## config.mk

```make
export PLATFORM = sky130hd
export DESIGN_NAME = nv_nvdla_csb_master_falcon2csb_fifo_gray_rx
export DESIGN_NICKNAME = d
export VERILOG_FILES = /design/src/rtl/nv_nvdla_csb_master_falcon2csb_fifo_gray_rx.sv
export SDC_FILE = /design/constraint.sdc
export NUM_CORES = 1
export LEC_CHECK = 0
export ABC_CLOCK_PERIOD_IN_PS = 1900
export BUFFER_PORTS_ARGS = -buffer_cell sky130_fd_sc_hd__buf_4
export CORE_AREA = 2 2 39 41
export DETAILED_ROUTE_END_ITERATION = 6
export DIE_AREA = 0 0 41 43
export PLACE_DENSITY = 0.76
export SLEW_MARGIN = 20
export SYNTH_ARGS = -nofsm -noshare
export SYNTH_HDL_FRONTEND = slang
export SYNTH_SLANG_ARGS = --single-unit
```

## constraint.sdc

```tcl
create_clock -name clk -period 1.9 [get_ports clk]
set_input_delay 0.38 -clock clk [delete_from_list [all_inputs] [get_ports clk]]
set_output_delay 0.38 -clock clk [all_outputs]
set_load 0.005 [all_outputs]
```

## src/rtl/nv_nvdla_csb_master_falcon2csb_fifo_gray_rx.sv

```systemverilog
//------------------------------------------------------------------------------
// Module  : nv_nvdla_csb_master_falcon2csb_fifo_gray_rx
// Brief   : Read-side pointer tracker of the falcon2csb async FIFO; optional
//           gray-transition checker enabled by NV_FALCON2CSB_GRAY_CHK_EN.
// Revision: 1.0  initial release
//------------------------------------------------------------------------------
`default_nettype none

module nv_nvdla_csb_master_falcon2csb_fifo_gray_rx #(
    parameter int PTR_W = 3
) (
    input  logic             clk,
    input  logic             reset_,
    input  logic [PTR_W-1:0] wr_gray,
    input  logic             rd_pop,
    output logic [PTR_W-1:0] rd_gray,
    output logic [PTR_W-2:0] rd_adr,
    output logic             rd_empty,
    output logic [PTR_W-1:0] rd_count,
    output logic             gray_err
);

    logic [PTR_W-1:0] sync1_q, sync1_d;
    logic [PTR_W-1:0] sync2_q, sync2_d;
    logic [PTR_W-1:0] wr_bin_q, wr_bin_d;
    logic [PTR_W-1:0] rd_bin_q, rd_bin_d;
    logic [PTR_W-1:0] rd_gray_q, rd_gray_d;
    logic             pop_ok;

    always_comb begin
        sync1_d  = wr_gray;
        sync2_d  = sync1_q;
        // Gray-to-binary: each binary bit is the XOR of all gray bits at or above it.
        wr_bin_d = '0;
        for (int i = 0; i < PTR_W; i++) begin
            wr_bin_d[i] = ^(sync2_q >> i);
        end
        pop_ok    = rd_pop & ~rd_empty;
        rd_bin_d  = rd_bin_q + {{(PTR_W-1){1'b0}}, pop_ok};
        rd_gray_d = (rd_bin_d >> 1) ^ rd_bin_d;
    end

    always_ff @(posedge clk or negedge reset_) begin
        if (!reset_) begin
            sync1_q   <= '0;
            sync2_q   <= '0;
            wr_bin_q  <= '0;
            rd_bin_q  <= '0;
            rd_gray_q <= '0;
        end else begin
            sync1_q   <= sync1_d;
            sync2_q   <= sync2_d;
            wr_bin_q  <= wr_bin_d;
            rd_bin_q  <= rd_bin_d;
            rd_gray_q <= rd_gray_d;
        end
    end

    assign rd_gray  = rd_gray_q;
    assign rd_adr   = rd_bin_q[PTR_W-2:0];
    assign rd_empty = (wr_bin_q == rd_bin_q);
    assign rd_count = wr_bin_q - rd_bin_q;

`ifdef NV_FALCON2CSB_GRAY_CHK_EN
    logic [PTR_W-1:0] prev_sync_q, prev_sync_d;
    logic [PTR_W-1:0] sync_diff;
    logic             multi_bit;
    logic             chk_en_q, chk_en_d;
    logic             gray_err_q, gray_err_d;

    always_comb begin
        prev_sync_d = sync2_q;
        sync_diff   = sync2_q ^ prev_sync_q;
        // More than one bit set iff clearing the lowest set bit leaves something.
        multi_bit   = |(sync_diff & (sync_diff - {{(PTR_W-1){1'b0}}, 1'b1}));
        chk_en_d    = 1'b1;
        gray_err_d  = gray_err_q | (chk_en_q & multi_bit);
    end

    always_ff @(posedge clk or negedge reset_) begin
        if (!reset_) begin
            prev_sync_q <= '0;
            chk_en_q    <= 1'b0;
            gray_err_q  <= 1'b0;
        end else begin
            prev_sync_q <= prev_sync_d;
            chk_en_q    <= chk_en_d;
            gray_err_q  <= gray_err_d;
        end
    end

    assign gray_err = gray_err_q;
`else
    assign gray_err = 1'b0;
`endif

endmodule

`default_nettype wire

```

======== Word level (Yosys, flattened, before mapping) ========
Index checks and enable logic that the tools add are counted.
word-level totals
  flip-flop bits (word level) ............. 15
  bits in latches ......................... 0
  RAM bits ................................ 0
  ROM bits ................................ 0
  bits of input ports ..................... 6
  output and inout port bits .............. 10
  logic and storage cells ................. 14
  memories ................................ 0
cells by class
  add/subtract/negate cells ............... 2
  multipliers ............................. 0
  div/mod/pow operators ................... 0
  magnitude comparators ................... 0
  equal/unequal tests ..................... 1
  shifts and indexed selects .............. 0
  mux-type cells .......................... 0
  bitwise gates (word level) .............. 3
  reduce and logical (&&, ||, !) cells .... 3
operator list
  operator                                number
  3-bit XOR reduction                     3
  3-bit by 1-bit adder with 3-bit output  1
  3-bit == test                           1
  3-bit subtractor                        1
  2-bit by 3-bit XOR with 3-bit output    1
  1-bit bitwise AND                       1
  1-bit inverter                          1

======== Logic depth before layout (Yosys ltp) ========
Gate-level depths: netlist of run 1.
  word-level depth ........................ 5
  depth in mapped cells ................... 7
  depth with buffers taken out ............ 7

======== Worst setup path before layout of run 1 ========
OpenSTA, ideal clock, no wires.
  kind .................................... reg2reg
  from .................................... reg rd_bin_q[1]
  to ...................................... reg rd_gray_q[1], in the netlist rd_gray[1]
  setup time .............................. 0.079 ns
  arrival ................................. 1.541 ns
  data required time ...................... 1.821 ns
  setup slack ............................. 0.280 ns
  cell stages (with the launch flop) ...... 8
  path buffers ............................ 0
  clock period less this slack ............ 1.620 ns
  path through ............................ dfrtp_1 -> inv_1 -> ha_1 -> a31oi_1 -> ha_1 -> ha_1 -> xor2_1 -> xor2_1
between the ends
  longest elaborated chain between the ends .. 5
RTL lines
  what                                        RTL line  source
  start, declared                             26        logic [PTR_W-1:0] rd_bin_q, rd_bin_d;
  start signal, assigned                      54        rd_bin_q <= rd_bin_d;
  3-bit == test                               61        assign rd_empty = (wr_bin_q == rd_bin_q);
  1-bit inverter                              38        pop_ok = rd_pop & ~rd_empty;
  1-bit bitwise AND                           38
  3-bit by 1-bit adder with 3-bit output (*)  39        rd_bin_d = rd_bin_q + {{(PTR_W-1){1'b0}}, pop_ok};
  named net rd_bin_d[2]                       26
  2-bit by 3-bit XOR with 3-bit output (*)    40        rd_gray_d = (rd_bin_d >> 1) ^ rd_bin_d;
  named net rd_gray_d[1]                      27        logic [PTR_W-1:0] rd_gray_q, rd_gray_d;
  end signal, assigned                        55        rd_gray_q <= rd_gray_d;
  end, declared                               27
The timed path passes the listed nets; every way through them passes the cells marked *.

======== Worst setup path in the final report of run 1 ========
  from .................................... reg rd_bin_q[0]
  to ...................................... out rd_count[2]
between the ends
  longest elaborated chain between the ends .. 1
RTL lines
  what              RTL line  source
  3-bit subtractor  62        assign rd_count = wr_bin_q - rd_bin_q;
  end, declared     19        output logic [PTR_W-1:0] rd_count,
No other way between the ends.

==> metrics.cfg, run 1 <==
[run_status]
outcome = completed

[power_and_ir_drop]
swShare_pct = 29.05
fin_total_pwr_uw = 1127
p_sw_uw = 327.5
p_per_area_mw_per_mm2 = 1572
clockPowerShare_pct = 18.0
peakVddDrop_uv = 775.7
internal_power_uw = 799.8
power_frac_seq_pct = 36.3
leakage_uw = 0.0003757
p_comb_share_pct = 45.7

[placement]
place.port_buffers = 14
dpl.hpwl_um = 514.9
dp_cells = 66
gp_congestion = 0.6971
postPlaceCellArea_um2 = 653.1

[floorplanning]
die_h_um = 43
dieWidth_um = 41
fp.coreArea_mm2 = 0.001384
rows = 14
start_util_pct = 38.16
dieArea_mm2 = 0.001763
io-pin-count = 16

[route]
wl_per_cell_um = 8.861
drtAntennaViolNets = 0
vias_per_cell = 4.264
firstDrtPassIters = 2
drt_wl_total_um = 638
drt_iter0_markers = 2
drc = 0
vias = 307

[cts]
clk-insertion-delay-late_ns = 0.27
cts_buffers = 3
htreeDepth = 1
cts_sinks = 14
cts_root_buffer = clkbuf_4
cts_tree = yes
clk_path_buf_depth = 2
clk_pin_slew_ns = 0.08

[layout]
layout-drive-gt1-share_pct = 37.50
diodes = 0
synthToLayoutAreaGrowth_pct = 35.78
fillers = 127
final_cells = 72
fin_util_pct = 51.81
final_area_um2 = 716.9
layout.nets = 68

[setup_path]
crit_type = reg2out
critPathCaptureType = output pin
path_delay_family = adder cells
crit_chain = ha_2, fa_1, xnor2_1, buf_4
start_kind = flop
critPathMaxFanout = 2
arrival_ns = 1.49
cp_num_buf_inv = 1
critical_path_required_ns = 1.52
cpPeakStageDelay_ns = 0.39
critPathSlowestCell = dfrtp_1

[grt]
first_global_vias = 308
grt_start_max_net_pins = 15
track_usage_pct = 9.804
grt_pass1_wl_um = 1110
grt_antenna_before_repair = 0
grt_overflow_total = 0

[timing]
rsz0062_at_grt = yes
layout_min_cycle_time_ns = 1.870
fmax_mhz = 534.7
period_share_pct = 98.43
setup_viol = 0
finalMaxSlewViolations = 0
skew_ns = 0.001906
whs_ns = 0.2101
hold_violations = 0

[logic_synthesis]
netlist_top_cells_count = dfrtp_1, inv_1, xor2_1, ha_1, xnor2_1
async_reset_ff_share_pct = 100.0
seq_area_frac_synth_pct = 66.35
syn_avg_cell_area_um2 = 14.67
synth.most_common_cell = dfrtp_1
ys_ff_latch = 14
ys_types = 10
ys.flop_type = dfrtp_1
synth_top_cell_area_share_pct = 66.35
ys_warn_count = 0
synth.area.top_cells = dfrtp_1, ha_1, xor2_1
synth_top_area_cell = dfrtp_1
synth_edf_count = 0
syn_nets = 47
syn-instance-count = 36
syn_area_um2 = 528.0

[min_path]
hold_class = in2reg

[run]
drv_cap = 0

## worst reg2reg max path, cell delays in order (launching register included)
cell and delay (ns):
dfrtp_1 0.37, inv_1 0.05, ha_1 0.30, a31oi_1 0.18, ha_1 0.17, ha_1 0.15
xor2_1 0.22, xor2_1 0.17
## power by group through the flow
stage / registers (µW) / clock network (µW) / logic [µW]
6_report: 409 / 203 / 515
5_1_grt: 417 / 230 / 600
3_3_place_gp: 415 / 0 / 477
2_1_floorplan: 428 / 0 / 224
3_5_place_dp: 418 / 0 / 481
4_1_cts: 410 / 212 / 506
## through the flow
step,setup TNS [ns],setup slack [ns]
3_3_place_gp,0,0.2490
2_1_floorplan,0,0.2796
4_1_cts,0,0.001255
6_report,0,0.02979
3_5_place_dp,0,0.2165
5_1_grt,-0.07402,-0.03935
## registers in the layout, summed over array words and instances (netlist names)
register  count
wr_bin_q      3
rd_bin_q      3
rd_gray       2
sync1_q       3
sync2_q       3
## placed cells by master, fill, tap and decap left out, drive strengths merged
cell / instances
a31oi: 1
clkbuf: 4
xor2: 5
fa: 1
and3: 1
conb: 1
ha: 4
dlygate4sd3: 1
xnor2: 2
dfrtp: 14
inv: 6
buf: 16
## worst paths after layout
path / startpoint / end / slack (ns) / cells past startpoint
setup reg to reg: rd_bin_q[1]$_DFF_PN0_ / rd_gray[1]$_DFF_PN0_ / 0.22 / 7
min in group asynchronous: reset_ / sync1_q[1]$_DFF_PN0_ / 0.48 / 2
hold / removal: wr_gray[0] / sync1_q[0]$_DFF_PN0_ / 0.21 / 1
max in group asynchronous: reset_ / rd_bin_q[0]$_DFF_PN0_ / 1.26 / 2
setup / recovery: rd_bin_q[0]$_DFF_PN0_ / rd_count[2] / 0.03 / 4
hold reg to reg: sync1_q[0]$_DFF_PN0_ / sync2_q[0]$_DFF_PN0_ / 0.36 / 0
## layout make-up
| type | instances | area, µm² | area share, % |
|---|---|---|---|
| Tap cell | 16 | 20.02 | 2.792 |
| Inverter | 6 | 22.52 | 3.141 |
| Clock buffer | 4 | 36.28 | 5.061 |
| Timing Repair Buffer | 17 | 137.6 | 19.20 |
| Multi-Input combinational cell | 15 | 150.1 | 20.94 |
| Sequential cell | 14 | 350.3 | 48.87 |
## cells by family after synthesis
logic type | Yosys count | share of synthesized area (%)
flops | 14 | 66.35
simple gates | 1 | 1.186
compound gates | 1 | 1.186
fa+ha+maj | 5 | 13.27
buf+inv | 7 | 5.687
other cells | 1 | 0.7102
xor+xnor | 7 | 11.61
## metal layers
layer / wire length, µm / track usage, % / vias to the layer above
li1: - / - / 150
met1: 252 / 11.97 / 145
met2: 325 / 14.37 / 12
met3: 60 / 1.571 / 0
met4: 0 / 8.000 / 0
met5: 0 / 0 / -
## what timing repair did
action                                  in CTS  in global routing
resized for setup                            1                  2
hold endpoints to repair                    14                  0
hold buffers                                 1                  0
pin swaps                                    1                  0
setup buffers                                1                  0
endpoints found under the setup margin       2                  2
Note: power is estimated with default switching activity, not from simulation.
==> inputs of run 2 (changes only) <==
RECOVER_POWER = 100   (was not set)
SLEW_MARGIN = not set   (was 20)
==> run 2 against run 1 <==
Effect of this change:
- wire length down 0.16%
- largest cell class unchanged
- non-clock buffer count unchanged
- sequential power barely moved
- critical endpoint unchanged
- first-iteration DRC count unchanged
- combinational power down 1%
==> metrics.cfg, run 2 (synthesis gave the netlist of run 1 again) <==
[run_status]
outcome = completed

[timing]
slew_headroom_pct = 52.82
finalMaxSlewViolations = 0
hold_violations = 0
whs_ns = 0.2327
rsz0062_at_grt = yes
skew_ns = 0.001541
fmax_mhz = 534.5
period_share_pct = 98.47
setup_viol = 0
tightestPinTransition_ns = 0.7077
layout_min_cycle_time_ns = 1.871

[cts]
htreeDepth = 1
clk_path_buf_depth = 2
cts_sinks = 14
clk_pin_slew_ns = 0.08
cts_root_buffer = clkbuf_4
cts_buffers = 3
clk-insertion-delay-late_ns = 0.27
cts_tree = yes

[grt]
first_global_vias = 308
grt_pass1_wl_um = 1110
track_usage_pct = 9.804
grt_antenna_before_repair = 0
grt_start_max_net_pins = 15
grt_overflow_total = 0

[placement]
dpl.hpwl_um = 514.9
postPlaceCellArea_um2 = 653.1
dp_cells = 66
gp_congestion = 0.6971
place.port_buffers = 14

[route]
firstDrtPassIters = 2
drt_wl_total_um = 637
wl_per_cell_um = 8.847
drtAntennaViolNets = 0
drt_iter0_markers = 2
vias_per_cell = 4.236
vias = 305
drc = 0

[floorplanning]
dieWidth_um = 41
rows = 14
start_util_pct = 38.16
fp.coreArea_mm2 = 0.001384
dieArea_mm2 = 0.001763
io-pin-count = 16
die_h_um = 43

[min_path]
holdPathStages = 1
hold_class = in2reg

[setup_path]
cpPeakStageDelay_ns = 0.39
critPathCaptureType = output pin
crit_chain = ha_2, fa_1, xnor2_1, buf_4
start_kind = flop
crit_type = reg2out
worstSetupPathDepth = 4
arrival_ns = 1.49
path_delay_family = adder cells
critical_path_required_ns = 1.52
critPathSlowestCell = dfrtp_1
reg2reg_depth = 7
cp_num_buf_inv = 1
critPathMaxFanout = 2

[layout]
fin_util_pct = 51.54
final_common_cell = dfrtp_1
fillers = 127
final_area_um2 = 713.2
layout.nets = 68
final_cell_mix = dfrtp_1, clkbuf_4, inv_1
layout-drive-gt1-share_pct = 35.71
synthToLayoutAreaGrowth_pct = 35.07
final_cells = 72
diodes = 0

[power_and_ir_drop]
p_per_area_mw_per_mm2 = 1569
leakage_uw = 0.0003701
peakVddDrop_uv = 774.5

[run]
drv_cap = 0

[run 2: cell count changes in the layout (fill, tap and decap cells not counted), sizes merged]
cell	change
buf	-9
clkbuf	+9
[run 2: where the power goes]
group,leakage [µW],switching (µW),internal [µW]
Combinational,0.000186,204,304
Sequential,0.000163,35.3,373
Clock,0.0000210,86.3,116
[run 2: metal layers]
metal	track usage [%]	vias up	part of all wire, %
li1	-	150	-
met1	11.97	143	41
met2	14.37	12	50
met3	1.571	0	8.3
met4	8.000	0	0
met5	0	-	0
[run 2: layout make-up]
type	instances	area [µm²]	share of cell area (%)
Clock buffer	4	36.28	5.088
Inverter	6	22.52	3.158
Multi-Input combinational cell	15	150.1	21.05
Sequential cell	14	350.3	49.12
Tap cell	16	20.02	2.807
Timing Repair Buffer	17	133.9	18.77
[run 2: final timing paths]
path,from,endpoint,slack [ns]
max,rd_bin_q[0]$_DFF_PN0_,rd_count[2],0.03
min,wr_gray[0],sync1_q[0]$_DFF_PN0_,0.23
max reg2reg,rd_bin_q[1]$_DFF_PN0_,rd_gray[1]$_DFF_PN0_,0.22
min reg2reg,sync1_q[0]$_DFF_PN0_,sync2_q[0]$_DFF_PN0_,0.36
max in group asynchronous,reset_,rd_bin_q[0]$_DFF_PN0_,0.79
min in group asynchronous,reset_,sync2_q[1]$_DFF_PN0_,0.66
[run 2: timing repair]
| item | CTS | global route |
|---|---|---|
| hold endpoints to repair | 14 | 0 |
| hold buffers | 1 | 0 |
| resized for setup | 1 | 2 |
| pin swaps | 1 | 0 |
| buffers inserted | 1 | 0 |
| cloned | 0 | 0 |
| endpoints found under the setup margin | 2 | 2 |
[run 2: stage by stage]
step	setup WS (ns)	setup TNS, ns	power, µW
6_report	0.02912	0	1119
5_1_grt	-0.03935	-0.07402	1238
3_5_place_dp	0.2165	0	898.8
4_1_cts	0.001255	0	1128
3_3_place_gp	0.2490	0	891.4
2_1_floorplan	0.2796	0	652.1
==> inputs of run 3 (changes only) <==
ABC_CLOCK_PERIOD_IN_PS = 1800   (was 1900)
GPL_TIMING_DRIVEN = 1   (was not set)
clock period = 1.8 ns   (was 1.9 ns; I/O delays follow)
==> run 3 against run 2 <==
Effect of this change:
- the flow now finishes with violations (negative setup slack)
- largest power group unchanged
- final area up 8.4%
- count of clock-buffer cells in the layout did not move
- critical path depth did not move
- combinational power rose by 33%
- sequential power up 8.6%
- first-iteration DRC count is 100% lower
- largest cell class unchanged
- worst setup slack worse by 0.081 ns
- via count rose by 6.9%
- register-to-register slack got worse by 0.23 ns
==> metrics.cfg, run 3 (synthesis gave the netlist of run 1 again) <==
[run_status]
outcome = finished, violations left
violations = negative setup slack

[power_and_ir_drop]
swShare_pct = 30.53
leakage_uw = 0.0003864
peakVddDrop_uv = 869.1
p_per_area_mw_per_mm2 = 1720
p_comb_share_pct = 50.8
p_sw_uw = 406.1
internal_power_uw = 924.1
clockPowerShare_pct = 15.9
power_frac_seq_pct = 33.3

[setup_path]
crit_type = reg2out
critPathMaxFanout = 2
start_kind = flop
timing.rr.start = rd_bin_q[1]$_DFF_PN0_
cp_num_buf_inv = 2
crit_chain = ha_2, fa_2, inv_2, buf_6
crit_start = rd_bin_q[0]$_DFF_PN0_
path_delay_family = adder cells
critPathSlowestCell = fa_2
arrival_ns = 1.49
cpPeakStageDelay_ns = 0.53
critPathCaptureType = output pin
critical_path_required_ns = 1.44

[layout]
final_cell_mix = dfrtp_1, clkbuf_4, buf_4
final_area_um2 = 773.2
final_common_cell = dfrtp_1
diodes = 0
layout.nets = 71
layout-drive-gt1-share_pct = 47.46
final_cells = 75
synthToLayoutAreaGrowth_pct = 46.45
fillers = 122

[route]
wl_met3_um = 42
dr.max_layer_used = met3
vias_per_cell = 4.347
drt_wl_total_um = 811
drtAntennaViolNets = 0
vias = 326
firstDrtPassIters = 1
drt_iter0_markers = 0
wl_met1_um = 275
wl_per_cell_um = 10.81
drc = 0
dr_wl_met2_um = 493

[timing]
layout_min_cycle_time_ns = 1.852
setup_viol = 3
period_share_pct = 102.9
tightestPinTransition_ns = 0.7251
finalMaxSlewViolations = 0
rsz0062_at_grt = yes
fmax_mhz = 539.9
worst_slack_ns = -0.05212
hold_violations = 0
slew_headroom_pct = 51.66
skew_ns = 0.003043

[placement]
preCtsSetupSlack_ns = 0.09714
dp_cells = 67
dpl.hpwl_um = 544.7
place.port_buffers = 14
gp_congestion = 0.7208
postPlaceCellArea_um2 = 660.6

[cts]
cts_sinks = 14
clk-insertion-delay-late_ns = 0.27
clk_pin_slew_ns = 0.08
clk_path_buf_depth = 2
cts_root_buffer = clkbuf_4
htreeDepth = 1
cts_tree = yes
cts_buffers = 3

[floorplanning]
io-pin-count = 16
fp.coreArea_mm2 = 0.001384
rows = 14
start_util_pct = 38.16
dieWidth_um = 41
dieArea_mm2 = 0.001763
die_h_um = 43

[run]
drv_cap = 0

[grt]
grt_antenna_before_repair = 0
grt_pass1_wl_um = 1228
grt_start_max_net_pins = 15
first_global_vias = 323
track_usage_pct = 10.88
grt_overflow_total = 0

[min_path]
hold_class = in2reg
min-delay-start = wr_gray[0]

[run 3: cell count changes in the layout (fill, tap and decap cells not counted)]
cell,before,now
inv_1,6,4
xnor2_2,0,1
inv_2,0,2
fa_1,1,0
ha_4,0,1
clkbuf_1,1,2
xor2_1,5,4
buf_4,5,8
clkbuf_4,11,10
ha_1,3,2
fa_2,0,1
xnor2_1,2,1
xor2_4,0,1
[run 3: power by group through the flow]
| stage | Combinational, µW | Clock (µW) | Sequential (µW) |
|---|---|---|---|
| global route | 764 | 231 | 453 |
| detailed placement | 522 | 0 | 446 |
| floorplan | 236 | 0 | 452 |
| global placement | 516 | 0 | 443 |
| CTS | 615 | 222 | 437 |
| finish | 676 | 211 | 443 |
[run 3: worst reg2reg max path: cells and delay by family (launching register included)]
kind | cells | cell delay [ns]
adder cells (fa/ha/maj) | 3 | 0.72
flip-flops | 1 | 0.37
XOR/XNOR | 2 | 0.31
buffers and inverters | 2 | 0.22
AO/OA/AOI/OAI | 1 | 0.07
[run 3: cell type report]
cell class	count	area [µm²]	share of cell area, %
sequential	14	350.3	45.31
timing repair buffer	20	152.6	19.74
clock buffer	4	36.28	4.693
multi-input combinational	15	191.4	24.76
tap	16	20.02	2.589
inverter	6	22.52	2.913
[run 3: worst paths after layout]
check                                       endpoint  slack (ns)  cells after the start
min in group asynchronous       sync1_q[0]$_DFF_PN0_        0.65                      2
worst max register to register  rd_gray[1]$_DFF_PN0_       -0.01                      8
worst max-delay path                     rd_count[1]       -0.05                      4
max in group asynchronous       sync2_q[2]$_DFF_PN0_        0.69                      2
worst min register to register  sync2_q[1]$_DFF_PN0_        0.35                      0
worst min-delay path            sync1_q[0]$_DFF_PN0_        0.21                      1
[run 3: timing repair]
action | 4_1_cts | 5_1_grt
setup endpoints to repair | 2 | 5
hold buffers | 1 | 0
endpoints found under the hold margin | 14 | 0
gates resized for setup | 6 | 8
pin swaps | 2 | 2
setup buffers | 2 | 1
[run 3: routing by layer]
layer | vias up | GRT usage, %
met5 | - | 0
met4 | 0 | 8.000
met3 | 0 | 1.571
met2 | 12 | 18.75
met1 | 160 | 10.71
li1 | 154 | -
[run 3: metrics by stage]
stage / utilization (%) / TNS [ns] / power (µW) / hold WS [ns]
after CTS: 53.62 / -0.06126 / 1275 / 0.1787
final: 55.88 / -0.06751 / 1330 / 0.2142
after global routing: 55.88 / -0.3855 / 1449 / 0.2011
after floorplan: - / 0 / 688.3 / 0.06441
after detailed placement: 47.74 / 0 / 967.9 / 0.2135
after global placement: 47.74 / 0 / 958.6 / 0.2124
